===== src/rtl/enable_sequencer.sv =====
// Staggered channel-enable sequencer: a trigger edge raises all enables at once,
// then the channels drop one per phase in the latched order.
module enable_sequencer #(
  parameter int unsigned N_CH   = 3,
  parameter int unsigned HOLD_W = 4
) (
  input  logic              clk,
  input  logic              rst,
  input  logic              trg,
  input  logic              abort,
  input  logic              mode,
  input  logic [HOLD_W-1:0] hold,
  output logic [N_CH-1:0]   ena,
  output logic              busy,
  output logic              ack,
  output logic              done,
  output logic              retrig_err
);

  localparam int unsigned PhW = (N_CH > 1) ? $clog2(N_CH) : 1;
  localparam logic [PhW-1:0] LastPh = PhW'(N_CH - 1);

  typedef enum logic [0:0] {StIdle, StRun} state_e;

  state_e            state_q, state_d;
  logic [PhW-1:0]    phase_q, phase_d;
  logic [HOLD_W-1:0] cnt_q, cnt_d;
  logic [HOLD_W-1:0] hold_q, hold_d;
  logic              mode_q, mode_d;
  logic              trg_q;
  logic [N_CH-1:0]   ena_q, ena_d;
  logic              busy_q, busy_d;
  logic              ack_q, ack_d;
  logic              done_q, done_d;
  logic              err_q, err_d;
  logic              trg_edge;

  // Channels still enabled during phase p for the given release order.
  function automatic logic [N_CH-1:0] pattern(input logic m, input logic [PhW-1:0] p);
    int unsigned ip;
    ip = 32'(p);
    for (int unsigned i = 0; i < N_CH; i++) begin
      pattern[i] = m ? (i + ip <= N_CH - 1) : (i >= ip);
    end
  endfunction

  assign trg_edge = trg & ~trg_q;

  always_comb begin
    state_d = state_q;
    phase_d = phase_q;
    cnt_d   = cnt_q;
    hold_d  = hold_q;
    mode_d  = mode_q;
    ena_d   = ena_q;
    busy_d  = busy_q;
    ack_d   = 1'b0;
    done_d  = 1'b0;
    err_d   = err_q;
    unique case (state_q)
      StIdle: begin
        ena_d  = '0;
        busy_d = 1'b0;
        if (trg_edge && !abort) begin
          hold_d  = hold;
          mode_d  = mode;
          phase_d = '0;
          cnt_d   = hold;
          ena_d   = '1;
          busy_d  = 1'b1;
          ack_d   = 1'b1;
          state_d = StRun;
        end
      end
      StRun: begin
        if (trg_edge) err_d = 1'b1;
        if (abort) begin
          ena_d   = '0;
          busy_d  = 1'b0;
          state_d = StIdle;
        end else if (cnt_q == '0) begin
          if (phase_q == LastPh) begin
            ena_d   = '0;
            busy_d  = 1'b0;
            done_d  = 1'b1;
            state_d = StIdle;
          end else begin
            phase_d = phase_q + PhW'(1);
            cnt_d   = hold_q;
            ena_d   = pattern(mode_q, phase_q + PhW'(1));
          end
        end else begin
          cnt_d = cnt_q - HOLD_W'(1);
        end
      end
      default: state_d = StIdle;
    endcase
  end

  // trg_q resets high so a level held through reset is not taken as an edge.
  always_ff @(posedge clk) begin
    if (rst) begin
      state_q <= StIdle;
      phase_q <= '0;
      cnt_q   <= '0;
      hold_q  <= '0;
      mode_q  <= 1'b0;
      trg_q   <= 1'b1;
      ena_q   <= '0;
      busy_q  <= 1'b0;
      ack_q   <= 1'b0;
      done_q  <= 1'b0;
      err_q   <= 1'b0;
    end else begin
      state_q <= state_d;
      phase_q <= phase_d;
      cnt_q   <= cnt_d;
      hold_q  <= hold_d;
      mode_q  <= mode_d;
      trg_q   <= trg;
      ena_q   <= ena_d;
      busy_q  <= busy_d;
      ack_q   <= ack_d;
      done_q  <= done_d;
      err_q   <= err_d;
    end
  end

  assign ena        = ena_q;
  assign busy       = busy_q;
  assign ack        = ack_q;
  assign done       = done_q;
  assign retrig_err = err_q;

endmodule


===== config.mk =====
export PLATFORM = sky130hd
export DESIGN_NAME = enable_sequencer
export DESIGN_NICKNAME = d
export VERILOG_FILES = /design/src/rtl/enable_sequencer.sv
export SDC_FILE = /design/constraint.sdc
export NUM_CORES = 1
export LEC_CHECK = 0
export CAP_MARGIN = 0
export CORE_UTILIZATION = 30
export CTS_BUF_LIST = sky130_fd_sc_hd__clkbuf_4
export CTS_CLUSTER_DIAMETER = 50
export DETAILED_ROUTE_END_ITERATION = 12
export GPL_ROUTABILITY_DRIVEN = 1
export PLACE_DENSITY = 0.6
export SYNTH_ARGS = -nofsm -noshare
export SYNTH_HDL_FRONTEND = slang
export SYNTH_SLANG_ARGS = --single-unit

===== constraint.sdc =====
create_clock -name clk -period 1.5 [get_ports clk]
set_clock_uncertainty 0.05 [all_clocks]
set_input_delay 0.15 -clock clk [delete_from_list [all_inputs] [get_ports clk]]
set_output_delay 0.15 -clock clk [all_outputs]
set_load 0.02 [all_outputs]

* After elaboration in Yosys (flattened, before gate mapping)
Index checks and enable logic that the tools add are counted.
** Storage, ports and cells
- Word-level logic and storage cells :: 71
- Register bits :: 20
- Input port bits :: 9
- Output and inout bits :: 7
** Cells by class
- Reduce and logical (&&, ||, !) cells :: 10
- Bitwise logic cells :: 4
- Eq/ne operators :: 8
- Mux-type cells :: 28
- Magnitude comparators :: 6
- $add $sub $neg :: 4
** Operators with widths (number)
- $mux W4 :: 4
- $mux W3 :: 4
- $mux W1 :: 11
- $mux W2 :: 4
- $pmux W4 S2 :: 1
- $le A3 B2 Y1 const B :: 2
- $ne A2 B2 Y1 const B :: 3
- $ne A3 B2 Y1 const B :: 2
- $pmux W3 S2 :: 1
- $reduce_and A2 Y1 :: 3
- $ge A1 B2 Y1 const A :: 2
- $logic_not A4 Y1 :: 1
- $pmux W1 S2 :: 2
- $pmux W2 S2 :: 1
- $reduce_and A4 Y1 :: 1
- $reduce_or A4 Y1 :: 1
- $sub A4 B1 Y4 const B :: 1
- $add A1 B2 Y3 const A :: 1
- $add A2 B2 Y3 const A :: 1
- $ne A3 B3 Y1 const B :: 1
- $not A1 Y1 :: 3
- $reduce_and A3 Y1 :: 1
- $add A2 B1 Y2 const B :: 1
- $eq A2 B2 Y1 const B :: 1
- other kinds (7) :: 7

* Logic depth before layout (Yosys ltp)
Gate-level depths: netlist of the first run.
- Depth after elaboration :: 8
- Gate-level depth with buffers :: 7
- Mapped depth without buffers :: 6

* Least setup slack after synthesis of the first run
Ideal clock, no wire load.
- Path kind :: register to register
- From :: register cnt_q[0]
- To :: register phase_q[1]
- Setup slack :: -0.106 ns
- Cell stages (with the launch flop) :: 8
- Library setup time :: 0.071 ns
- Buffers on the path :: 1
- Required time :: 1.379 ns
- Arrival :: 1.485 ns
- Period minus slack after synthesis :: 1.606 ns
- Path through :: dfxtp_1 -> inv_1 -> ha_1 -> nor3b_1 -> buf_2 -> nand2_1 -> or3_1 -> a21oi_1
** Between the ends
- Cells in the longest elaborated chain, start to end :: 3
** Ends and longest elaborated chain
- start, declared :: RTL line 27 : logic [HOLD_W-1:0] cnt_q, cnt_d;
- start signal, assigned :: RTL line 117 : cnt_q <= cnt_d;
- $logic_not A4 Y1 :: RTL line 81 : end else if (cnt_q == '0) begin
- $ne A2 B1 Y1 (no line)
- $reduce_and A4 Y1 (no line)
- end signal, assigned :: RTL line 116 : phase_q <= phase_d;
- end, declared :: RTL line 26 : logic [PhW-1:0] phase_q, phase_d;
No other way between the ends.
A chain may end at the register's enable or synchronous reset.

* Final worst setup path of the first run
- From :: register cnt_q[1]
- To :: register phase_q[0]
Same word-level chain as after synthesis.

==> impl_metrics.csv, run 1 <==
group,metric,value,unit
outcome,status,"complete, but fails checks",
outcome,violations,"DRC, setup timing",
floorplanning,start_util,32.4,%
clocking,root_buffer,"clkbuf_4",
placed_design,finalWeightedCongestion,0.830,
placed_design,placedInstanceArea,0.00125,sq mm
finish,multi_input_comb_area,549,sq um
worst_hold_path,min_path_type,"in -> reg",
drt,drt_iter0_markers,18,
power_and_ir_drop,p_leak,0.567,nW
clocking,cts_made_buffers,3,
global_route,first_global_vias,877,
sta,maxSlewViolCount,0,
flow_run,drv_cap,0,
finish,n_antenna_cell,0,
sta,relSlewSlack,80.7,%
setup_path,cp_slowest_cell,"mux2_2",
power_and_ir_drop,peakVddDrop,0.532,mV
finish,mostFrequentLayoutCells,"23 x buf_4, 18 x dfxtp_1, 13 x a21oi_1, 13 x nand2_1, 12 x clkdlybuf4s50_1",
sta,max_freq,634,MHz
drt,first_pass_iters,11,
sta,holdWs,0.343,ns
drt,final_antenna_net_count,0,
setup_path,end_kind,"flip-flop",
clocking,path_clk_slew,0.10,ns
sta,grt_setup_unrepaired,"true",
sta,setup_viol,5,
synth,ys_seq_elements,20,
global_route,grt_remaining_overflow,0,
synth,async_reset_ff_share,0,%
setup_path,crit_fanout,4,
power_and_ir_drop,finalPower,0.00101,W
finish,postLayoutCellArea,0.00141,sq mm
synth,synth_edf_count,0,
sta,finalHoldViolCount,0,
sta,setup_slack,-0.0784,ns
synth,netlist_instances,107,
setup_path,crit_arrival,1.73,ns
synth,yosysSeqAreaShare,43.7,%
floorplanning,die_height,57.3,microns
drt,via_per_inst,5.12,
clocking,cts_hold_repair.buffers,0,
sta,period_needed,1.58,ns
finish,layout-drive-gt1-share,33.6,%
drt,drc,2,
clocking,cts.sinks,20,
floorplanning,chipWidth,57.3,microns
synth,ys.warnings.count,0,
setup_path,crit_type,"reg -> reg",
drt,wl_per_cell,13.2,microns
finish,fill_cells,279,
clocking,cts_tree,"built",
finish,mostFrequentLayoutCell,"buf_4",
floorplanning,pin_count,16,
sta,tightest_slew,0.289,ns
placed_design,hpwl,1.57,mm
synth,syn-num-nets,118,
setup_path,start_kind,"flip-flop",
setup_path,worstPathRequired,1.65,ns
global_route,antenna_found_initial,0,
synth,ys_types,30,
placed_design,port-buffer-count,15,
finish,fin_nets,159,
floorplanning,core_area,0.00283,sq mm
sta,period_share,105,%
synth,synthFlopType,"dfxtp_1",
floorplanning,rows,19,
synth,synthesis.area,916,sq um
power_and_ir_drop,p_per_area,716,mW/mm^2
clocking,insertion_delay,0.30,ns
synth,synth_area_per_cell,8.56,sq um
clocking,htree_levels,1,
floorplanning,die_area,0.00328,sq mm
global_route,grt_pass1_wl,3.92,mm
finish,synthToLayoutAreaGrowth,53.4,%
drt,vias,907,
clocking,clockBufferDepth,2,
setup_path,path_cells,"inv_2 -> ha_4 -> nor3b_4 -> mux2_2 -> a22oi_1 -> nor2_1",
setup_path,slowest_delay,0.37,ns
drt,wirelength,2.34,mm
global_route,grt_max_degree,21,
finish,regArea,403,sq um
global_route,grt_usage,15.7,%
==> per-stage QoR <==
step / setup slack, ns / setup TNS [ns] / instances / utilization (%)
after floorplan: -0.00435 / -0.00435 / 107 / -
after global placement: -0.200 / -0.960 / 168 / 44.2
after detailed placement: -0.290 / -1.62 / 168 / 44.2
after CTS: -0.0529 / -0.110 / 176 / 47.8
after global routing: -0.163 / -0.977 / 177 / 49.7
final: -0.0784 / -0.202 / 177 / 49.7
==> worst paths after layout <==
kind | start | end | slack, ns | cells after the start
setup reg to reg | cnt_q[1] | phase_q[0] | -0.08 | 6
setup / recovery | cnt_q[1] | phase_q[0] | -0.08 | 6
hold / removal | mode | mode_q | 0.34 | 3
hold reg to reg | hold_q[3] | hold_q[3] | 0.42 | 2
==> power by group <==
group	total [W]	switching (W)	internal [W]
Clock	0.000250	0.000156	0.0000936
Sequential	0.000556	0.0000118	0.000544
Combinational	0.000200	0.0000912	0.000109
==> cells by family (layout without fill, tap and decap cells) <==
kind of cell	Yosys count	count (layout)	share of synthesized area, %
buf+inv	13	51	6.28
flops	20	20	43.7
mux	1	1	1.23
compound gates	31	32	23.1
simple gates	40	40	23.0
fa+ha+maj	2	2	2.73
==> routing by layer <==
layer	wire, microns	track usage (%)
met1	1100	20.7
met4	14	5.23
met5	0	0
met2	1120	24.4
met3	104	4.99
==> registers in the layout, indices dropped and copies added, names as in the netlist <==
name and cells:
done 1, state_q 1, trg_q 1, phase_q 2, ack 1, ena 3, hold_q 4, mode_q 1
busy 1, cnt_q 4, retrig_err 1
==> timing repair <==
item                                   CTS  global route
setup endpoints to repair                9            12
endpoints found under the hold margin    0             0
pin swaps                                5             1
cloned                                   1             0
resized for setup                        9            11
setup buffers                            4             1
==> cell type report <==
type,count,share of cell area (%)
flip-flops and latches,20,28.7
multi-input cells,75,39.1
repair buffers,40,25.7
inverters,8,2.14
clock buffers,3,1.60
well taps,31,2.76
==> worst max-delay path: cells and delay by family (launching register included) <==
kind | cells | cell delay [ns]
AO/OA/AOI/OAI | 1 | 0.18
adder cells (fa/ha/maj) | 1 | 0.15
flip-flops | 1 | 0.34
multiplexers | 1 | 0.37
buffers and inverters | 1 | 0.07
AND/OR/NAND/NOR | 2 | 0.32
==> synth_stat cells, types with 2 or more instances <==
master     n  area share, %
dfxtp_1   20             44
nor2_1     7            2.9
o211ai_1   3            2.5
inv_1      8            3.3
a31oi_1    2            1.4
ha_1       2            2.7
a221oi_1   4            3.8
nor2b_1    3            2.0
o21ai_0    3            1.6
clkbuf_1   3            1.2
nand3_1    4            2.2
nand2_1   14            5.7
a21oi_1   13            7.1
nor3_1     5            2.7
Note: power is estimated with default switching activity, not from simulation.
==> run 2, diff against run 1 <==
--- a/config.mk
+++ b/config.mk
@@ -6,12 +6,12 @@
 export NUM_CORES = 1
 export LEC_CHECK = 0
 export CAP_MARGIN = 0
-export CORE_UTILIZATION = 30
+export CORE_UTILIZATION = 35
 export CTS_BUF_LIST = sky130_fd_sc_hd__clkbuf_4
 export CTS_CLUSTER_DIAMETER = 50
 export DETAILED_ROUTE_END_ITERATION = 12
 export GPL_ROUTABILITY_DRIVEN = 1
-export PLACE_DENSITY = 0.6
+export PLACE_DENSITY = 0.67
 export SYNTH_ARGS = -nofsm -noshare
 export SYNTH_HDL_FRONTEND = slang
 export SYNTH_SLANG_ARGS = --single-unit
==> impl_metrics.csv, run 2 (synthesis gave the netlist of run 1 again) <==
group,metric,value,unit
global_route,antenna_found_initial,0,
power_and_ir_drop,p_leak,0.605,nW
setup_path,cp_top_family,"flip-flops",
floorplanning,die_height,53.2,microns
sta,grt_setup_unrepaired,"true",
global_route,busiest_layer,"met2",
placed_design,pre_cts_slack,-0.188,ns
global_route,grt_util_met3,2.87,%
setup_path,cp_slowest_cell,"dfxtp_2",
global_route,grt_pass1_wl,3.91,mm
floorplanning,rows,18,
power_and_ir_drop,p_per_area,845,mW/mm^2
sta,finalHoldViolCount,0,
finish,mostFrequentLayoutCell,"buf_4",
power_and_ir_drop,peakVddDrop,0.537,mV
finish,synthToLayoutAreaGrowth,56.0,%
clocking,htree_levels,1,
placed_design,port-buffer-count,15,
clocking,path_clk_slew,0.12,ns
global_route,grt_remaining_overflow,0,
drt,vias,964,
setup_path,crit_arrival,1.77,ns
drt,wl_per_cell,14.5,microns
drt,wirelength,2.62,mm
drt,final_antenna_net_count,0,
setup_path,path_cells,"inv_2 -> ha_4 -> nor3b_4 -> buf_6 -> mux2_4 -> a22oi_2 -> nor2_1",
drt,drc,0,
floorplanning,core_area,0.00248,sq mm
clocking,cts.sinks,20,
finish,postLayoutCellArea,0.00143,sq mm
placed_design,hpwl,1.72,mm
clocking,clockBufferDepth,2,
finish,mostFrequentLayoutCells,"27 x buf_4, 18 x dfxtp_1, 14 x nand2_1, 13 x a21oi_1, 12 x clkdlybuf4s50_1",
floorplanning,start_util,37.0,%
setup_path,crit_fanout,4,
drt,via_per_inst,5.33,
global_route,grt_usage,19.5,%
clocking,cts_tree,"built",
sta,setup_slack,-0.108,ns
outcome,status,"complete, but fails checks",
placed_design,placedInstanceArea,0.00124,sq mm
sta,setup_viol,6,
floorplanning,die_area,0.00283,sq mm
finish,layout-drive-gt1-share,33.8,%
sta,relSlewSlack,77.0,%
drt,drt_iter0_markers,32,
sta,max_freq,622,MHz
global_route,gr-usage-met2,36.5,%
setup_path,path_buf_inv,2,
setup_path,start_kind,"flip-flop",
clocking,insertion_delay,0.30,ns
floorplanning,chipWidth,53.2,microns
clocking,root_buffer,"clkbuf_4",
sta,tightest_slew,0.343,ns
global_route,met1_usage,21.0,%
setup_path,crit_type,"reg -> reg",
setup_path,slowest_delay,0.35,ns
finish,fin_nets,163,
sta,period_needed,1.61,ns
flow_run,drv_cap,0,
sta,period_share,107,%
floorplanning,pin_count,16,
outcome,violations,"setup timing",
setup_path,worstPathRequired,1.66,ns
worst_hold_path,min_path_type,"in -> reg",
drt,first_pass_iters,5,
clocking,cts_made_buffers,3,
setup_path,end_kind,"flip-flop",
global_route,grt_max_degree,13,
sta,maxSlewViolCount,0,
global_route,first_global_vias,918,
placed_design,finalWeightedCongestion,0.804,
finish,n_antenna_cell,0,
-- run 2: per-stage QoR --
| step | instances | total power, W | hold slack [ns] | util [%] | setup TNS, ns |
|---|---|---|---|---|---|
| 6_report | 181 | 0.00121 | 0.335 | 57.7 | -0.273 |
| 5_1_grt | 181 | 0.00125 | 0.369 | 57.7 | -0.595 |
| 4_1_cts | 177 | 0.00120 | 0.330 | 55.3 | -0.0970 |
| 3_5_place_dp | 167 | 0.000722 | 0.403 | 49.9 | -1.21 |
| 3_3_place_gp | 167 | 0.000718 | 0.392 | 49.9 | -0.853 |
| 2_1_floorplan | 107 | 0.000649 | 0.207 | - | -0.00435 |
-- run 2: worst paths after layout --
kind | startpoint | end | slack (ns) | cells after the start
max | cnt_q[0] | phase_q[0] | -0.11 | 7
min | mode | mode_q | 0.33 | 3
max reg2reg | cnt_q[0] | phase_q[0] | -0.11 | 7
min reg2reg | hold_q[0] | hold_q[0] | 0.42 | 2
-- run 2: where the power goes --
part | switching [W] | leakage [nW] | internal (W)
clock | 0.000174 | 0.0279 | 0.000270
sequential | 0.0000130 | 0.163 | 0.000545
combinational | 0.0000924 | 0.414 | 0.000113
total | 0.000280 | 0.605 | 0.000928
-- run 2: worst reg2reg max path, cell delays in order, from the launching register on --
cell     delay (ns)
dfxtp_2        0.35
inv_2          0.07
ha_4           0.16
nor3b_4        0.23
buf_6          0.14
mux2_4         0.30
a22oi_2        0.15
nor2_1         0.06
-- run 2: repair_timing --
item	CTS	global route
setup endpoints to repair	9	12
resized for setup	11	10
hold buffers	0	0
pin swaps	9	7
setup buffers	7	4
-- run 2: area by class of cell --
cell class              instances  area (sq um)
multi-input cells              74           512
fillers                       228          1050
clock buffers                   3          22.5
inverters                       8          30.0
flip-flops and latches         20           403
repair buffers                 45           394
well taps                      30          37.5
clock inverters                 1          30.0
-- run 2: per-layer routing --
layer	wire length, microns	part of all wire (%)
met5	0	0
met3	88	3.4
met4	51	1.9
met1	1050	40
met2	1440	55
==> run 3, diff against run 2 <==
--- a/config.mk
+++ b/config.mk
@@ -12,6 +12,7 @@
 export DETAILED_ROUTE_END_ITERATION = 12
 export GPL_ROUTABILITY_DRIVEN = 1
 export PLACE_DENSITY = 0.67
+export SLEW_MARGIN = 20
 export SYNTH_ARGS = -nofsm -noshare
 export SYNTH_HDL_FRONTEND = slang
 export SYNTH_SLANG_ARGS = --single-unit
==> results of run 3 <==
No change in the layout: final DEF, timing and power equal those of run 2.
